==> config.mk <==
export PLATFORM = sky130hd
export DESIGN_NAME = interval_timer_ctrl
export DESIGN_NICKNAME = d
export VERILOG_FILES = /design/src/rtl/timer_pkg.sv /design/src/rtl/timer_count_stage.sv /design/src/rtl/interval_timer_ctrl.sv
export SDC_FILE = /design/constraint.sdc
export NUM_CORES = 1
export LEC_CHECK = 0
export BUFFER_PORTS_ARGS = -buffer_cell sky130_fd_sc_hd__buf_2
export CAP_MARGIN = 20
export CORE_MARGIN = 2
export CORE_UTILIZATION = 46
export CTS_CLUSTER_DIAMETER = 40
export CTS_CLUSTER_SIZE = 12
export DETAILED_ROUTE_END_ITERATION = 10
export PLACE_DENSITY = 0.73
export SYNTH_ARGS = -nofsm -noshare
export SYNTH_HDL_FRONTEND = slang
export SYNTH_SLANG_ARGS = --single-unit
export TNS_END_PERCENT = 5
==> constraint.sdc <==
create_clock -name clk -period 1.6 [get_ports clk]
set_input_delay 0.16 -clock clk [delete_from_list [all_inputs] [get_ports clk]]
set_output_delay 0.16 -clock clk [all_outputs]
set_load 0.01 [all_outputs]
==> src/rtl/timer_pkg.sv <==
// Shared types and constants for the interval timer controller and its counter stages.
package timer_pkg;

  localparam int STAGE_W = 4;

  typedef enum logic [1:0] {
    IDLE  = 2'b00,
    RUN   = 2'b01,
    PAUSE = 2'b10,
    DONE  = 2'b11
  } state_t;

endpackage

==> src/rtl/timer_count_stage.sv <==
// One 4-bit synchronous counter stage; en_out forwards the ripple enable to the next stage.
module timer_count_stage
  import timer_pkg::*;
(
  input  logic               clk,
  input  logic               rst,
  input  logic               en_in,
  input  logic               clr,
  output logic [STAGE_W-1:0] value,
  output logic               en_out
);

  // Stage value: clear wins over increment.
  always_ff @(posedge clk or posedge rst) begin
    if (rst) begin
      value <= {STAGE_W{1'b0}};
    end else if (clr) begin
      value <= {STAGE_W{1'b0}};
    end else if (en_in) begin
      value <= value + {{(STAGE_W-1){1'b0}}, 1'b1};
    end else begin
      value <= value;
    end
  end

  assign en_out = en_in & (&value);

endmodule

==> src/rtl/interval_timer_ctrl.sv <==
// Programmable interval timer: FSM, terminal-count compare and cascaded 4-bit counter stages.
// Optional prescaler on the count enable is built when INTERVAL_TIMER_PRESCALE_EN is defined.
module interval_timer_ctrl
  import timer_pkg::*;
#(
  parameter int WIDTH    = 8,
  parameter int PRESCALE = 4
) (
  input  logic             clk,
  input  logic             rst,
  input  logic             start,
  input  logic             stop,
  input  logic             pause,
  input  logic             periodic,
  input  logic [WIDTH-1:0] limit,
  output logic [WIDTH-1:0] count,
  output logic             busy,
  output logic             paused,
  output logic             done,
  output logic             tick,
  output logic             carry_out
);

  localparam int NSTAGE = WIDTH / STAGE_W;

  if ((WIDTH % STAGE_W) != 0 || WIDTH < STAGE_W) begin : g_bad_width
    $error("WIDTH must be a positive multiple of 4");
  end
  if (PRESCALE < 2 || PRESCALE > 16) begin : g_bad_prescale
    $error("PRESCALE must be in 2..16");
  end

  state_t           state;
  state_t           state_nxt;
  logic [WIDTH-1:0] limit_q;
  logic             periodic_q;
  logic             en;
  logic             hit;
  logic             clr;
  logic             tick_nxt;
  logic [NSTAGE:0]  chain;

  assign hit = (count == limit_q);
  assign clr = stop | start | (en & hit);

`ifdef INTERVAL_TIMER_PRESCALE_EN
  localparam logic [4:0] PRE_LAST = 5'(PRESCALE - 1);

  logic [4:0] pre_cnt;
  logic       pre_strobe;

  assign pre_strobe = (pre_cnt == PRE_LAST);

  // Prescaler advances only in unpaused RUN and restarts with every start/stop.
  always_ff @(posedge clk or posedge rst) begin
    if (rst) begin
      pre_cnt <= 5'd0;
    end else if (stop || start) begin
      pre_cnt <= 5'd0;
    end else if (state == RUN && !pause) begin
      pre_cnt <= pre_strobe ? 5'd0 : pre_cnt + 5'd1;
    end else begin
      pre_cnt <= pre_cnt;
    end
  end

  assign en = (state == RUN) & ~pause & pre_strobe;
`else
  assign en = (state == RUN) & ~pause;
`endif

  assign chain[0] = en;

  for (genvar k = 0; k < NSTAGE; k++) begin : g_stage
    timer_count_stage u_stage (
      .clk    (clk),
      .rst    (rst),
      .en_in  (chain[k]),
      .clr    (clr),
      .value  (count[k*STAGE_W +: STAGE_W]),
      .en_out (chain[k+1])
    );
  end

  assign carry_out = chain[NSTAGE];

  // Next state and tick: stop beats start, start beats pause and counting.
  always_comb begin
    state_nxt = state;
    tick_nxt  = 1'b0;
    if (stop) begin
      state_nxt = IDLE;
    end else if (start) begin
      state_nxt = RUN;
    end else begin
      case (state)
        RUN: begin
          if (pause) begin
            state_nxt = PAUSE;
          end else if (en && hit) begin
            tick_nxt  = 1'b1;
            state_nxt = periodic_q ? RUN : DONE;
          end else begin
            state_nxt = RUN;
          end
        end
        PAUSE: begin
          if (pause) begin
            state_nxt = PAUSE;
          end else begin
            state_nxt = RUN;
          end
        end
        IDLE:    state_nxt = IDLE;
        DONE:    state_nxt = DONE;
        default: state_nxt = IDLE;
      endcase
    end
  end

  // State, latched configuration and registered status flags.
  always_ff @(posedge clk or posedge rst) begin
    if (rst) begin
      state      <= IDLE;
      limit_q    <= {WIDTH{1'b0}};
      periodic_q <= 1'b0;
      tick       <= 1'b0;
      busy       <= 1'b0;
      paused     <= 1'b0;
      done       <= 1'b0;
    end else begin
      state  <= state_nxt;
      tick   <= tick_nxt;
      busy   <= (state_nxt == RUN) || (state_nxt == PAUSE);
      paused <= (state_nxt == PAUSE);
      done   <= (state_nxt == DONE);
      if (!stop && start) begin
        limit_q    <= limit;
        periodic_q <= periodic;
      end else begin
        limit_q    <= limit_q;
        periodic_q <= periodic_q;
      end
    end
  end

endmodule

==> flow_summary.toml <==
[status]
status = "complete, but fails checks"
violated_checks = "setup timing"

[power]
power.density_nw_per_um2 = 702.8
vdd_drop_max_uv = 663.5
power_leakage_nw = 0.7620

[hold_path]
worst_hold_path_type = "input pin to register"

[yosys]
synth_area_um2 = 1120
post-synth-top-area-cell = "dfrtp_1"
synth-main-ff-cell = "dfrtp_1"
synthesis.area_per_instance_um2 = 11.79
synth-warning-count = 0
count_of_flip_flops_with_a_built_in_enable_after_synthesis = 0
synth_common_cells = "dfrtp_1, xnor2_1, mux2_2, nor2_1, nor3_1"
synth.distinct_cells = 28
ys_top_cells_by_area = "dfrtp_1, mux2_2, xnor2_1, ha_1, nor3_4"
synth-seq-cells = 23
postSynth.asyncResetShare_pct = 100.0
synthCells = 95
synthesis.nets = 113
netlist.area_leader.share_pct = 51.40
synth_seq_area_share_pct = 51.40
post-synth-top-count-cell = "dfrtp_1"

[floorplanning]
std_cell_rows = 17
die_w_um = 53.34
pin_count = 27
floorplan.die_area_um2 = 2845
floorplan.initialDensity_pct = 49.67
design.core.area_um2 = 2255
die_height_um = 53.34

[layout]
finish.instance_area_um2 = 1555
finalNonFillerCells = 173
final.fill_count = 172
drive_gt1_share_pct = 53.10
area_growth_pct = 38.88
antennaDiodeCount = 0
final_nets = 164
layout.core_utilization_pct = 68.98

[critical_path]
worstSetupPathType = "register to output port"
worst-endpoint-arrival_ps = 1510
startpoint_type = "register"
cp_data_required_time_ps = 1440
worstPathMaxFanout = 2
endpoint_kind = "output port"

[clock_network]
cts-buffers-inserted = 3
clock-root-buffer = "clkbuf_4"
htree_levels = 1
tritoncts_num_sinks = 23
ctsLongestPathBuffers = 2
clock_latency_on_the_worst_skew_pair_ps = 310
cts.clk_slew.worst_paths_ps = 120
cts_tree = "built"

[timing]
hold-worst-slack_ps = 37.80
slew_violations = 0
timing.clock.skew_ps = 2.207
max_clock_freq_mhz = 600.0
slew_headroom_pct = 79.12
tightest_slew_ps = 310.4
rsz0062_at_grt = "true"
timing.final.hold_violations = 0
post-route-min-period_ps = 1667
fin_ws_ps = -66.67
report.final.setup_viol = 2
layout_worst_path_cycle_share_pct = 104.2

[place]
placement.io_buffers = 26
placedCellCount = 161
last_weighted_congestion_value_of_the_routability_driven_placer = 0.7364
post_detailed_placement_cell_area_um2 = 1385
detailedPlacementHpwl_um = 1679

[drt]
wl_um = 2403
vias_per_cell = 5.231
antenna_left = 0
detailedRoute.firstIterationViolations = 12
drt_first_pass_iters = 4
route.detailed.drc = 0
post_drt_wl_per_cell_um = 13.89
routed-via-count = 905

[grt]
grt_pass1_vias = 873
gr-usage-all-layers_pct = 19.48
grt_start_max_net_pins = 24
grt_first_pass_wirelength_um = 3912
overflow = 0
initial_antenna_violation_count = 0

[run]
max_cap_violations = 0
## layout by cell type, fill, tap and decap left out
master	Yosys	layout
a21oi_1	4	4
and3_1	1	1
buf_2	0	26
buf_4	0	19
buf_6	1	3
clkbuf_1	1	1
clkbuf_4	0	3
dfrtp_1	23	22
dfrtp_2	0	1
dlygate4sd3_1	0	1
ha_1	4	2
ha_4	0	2
inv_1	2	2
mux2_2	9	9
mux2i_1	1	1
nand2_1	4	4
nand3_1	2	2
nand4_1	4	4
nor2_1	6	5
nor2_4	0	1
nor2b_1	1	1
nor3_1	6	5
nor3_2	1	2
nor3_4	2	2
nor3b_2	0	1
nor4_1	1	1
o211ai_1	1	1
o21ai_0	1	1
o31a_1	1	1
or2_2	2	2
or2_4	1	1
or3b_4	0	1
xnor2_1	10	7
xnor2_2	0	3
xor2_1	3	2
xor2_2	0	1
## final timing paths
check | startpoint | to | slack (ps) | cells past startpoint
setup / recovery | state[1] | carry_out | -70 | 4
hold / removal | stop | state[0] | 40 | 2
setup reg to reg | g_stage[1].u_stage.value[0] | busy | 0 | 7
hold reg to reg | periodic_q | periodic_q | 540 | 1
max in group asynchronous | rst | g_stage[0].u_stage.value[2] | 930 | 4
min in group asynchronous | rst | limit_q[3] | 420 | 4
## logic make-up after synthesis
| logic type | count (synthesis) | share of synthesized area [%] |
|---|---|---|
| flops | 23 | 51.40 |
| simple gates | 33 | 17.99 |
| compound gates | 7 | 3.687 |
| buf+inv | 5 | 2.346 |
| mux | 10 | 9.944 |
| fa+ha+maj | 4 | 4.469 |
| xor+xnor | 13 | 10.17 |
## what timing repair did
action / CTS / global route
hold buffers: 1 / 0
pin swaps: 4 / 6
setup endpoints to repair: 1 / 7
gates cloned: 0 / 0
setup buffers: 6 / 1
gates resized for setup: 10 / 5
hold endpoints to repair: 23 / 0
## critical path, stage by stage, from the launching register on
cell and delay [ps]:
dfrtp_1 400, or3b_4 410, nor2_4 120, and3_1 140
buf_2 120
## layer usage
layer | wire [um] | global-route usage [%]
met1 | 1020 | 24.28
met2 | 1260 | 33.54
met3 | 98 | 3.107
met4 | 23 | 7.265
met5 | 0 | 0
## report_power, final
part | total, W | internal, W | switching [W]
clock network | 0.000266 | 0.0000974 | 0.000168
registers | 0.000651 | 0.000621 | 0.0000301
logic | 0.000177 | 0.0000990 | 0.0000776
total | 0.00109 | 0.000817 | 0.000276
## flip-flops by register name, summed over array words and instances (netlist names)
| signal | count |
|---|---|
| tick | 1 |
| state | 2 |
| periodic_q | 1 |
| g_stage.u_stage.value | 8 |
| limit_q | 8 |
| paused | 1 |
| done | 1 |
| busy | 1 |
## metrics by stage
stage | setup slack, ps | total power (W) | setup TNS, ps
3_3_place_gp | 58.62 | 0.0008102 | 0
2_1_floorplan | -57.91 | 0.0007604 | -57.91
5_1_grt | -128.5 | 0.001146 | -368.7
6_report | -66.67 | 0.001093 | -71.47
4_1_cts | -69.00 | 0.001093 | -105.7
3_5_place_dp | 29.92 | 0.0008201 | 0
## area by class of cell
| type | instances | area, um2 | area share, % |
|---|---|---|---|
| inverter | 2 | 7.507 | 0.4827 |
| multi-input combinational | 67 | 593.1 | 38.13 |
| tap | 28 | 35.03 | 2.253 |
| clock buffer | 4 | 26.28 | 1.689 |
| timing repair buffer | 49 | 316.6 | 20.35 |
| sequential | 23 | 576.8 | 37.09 |
No activity file was read; power rests on OpenSTA's default activity.
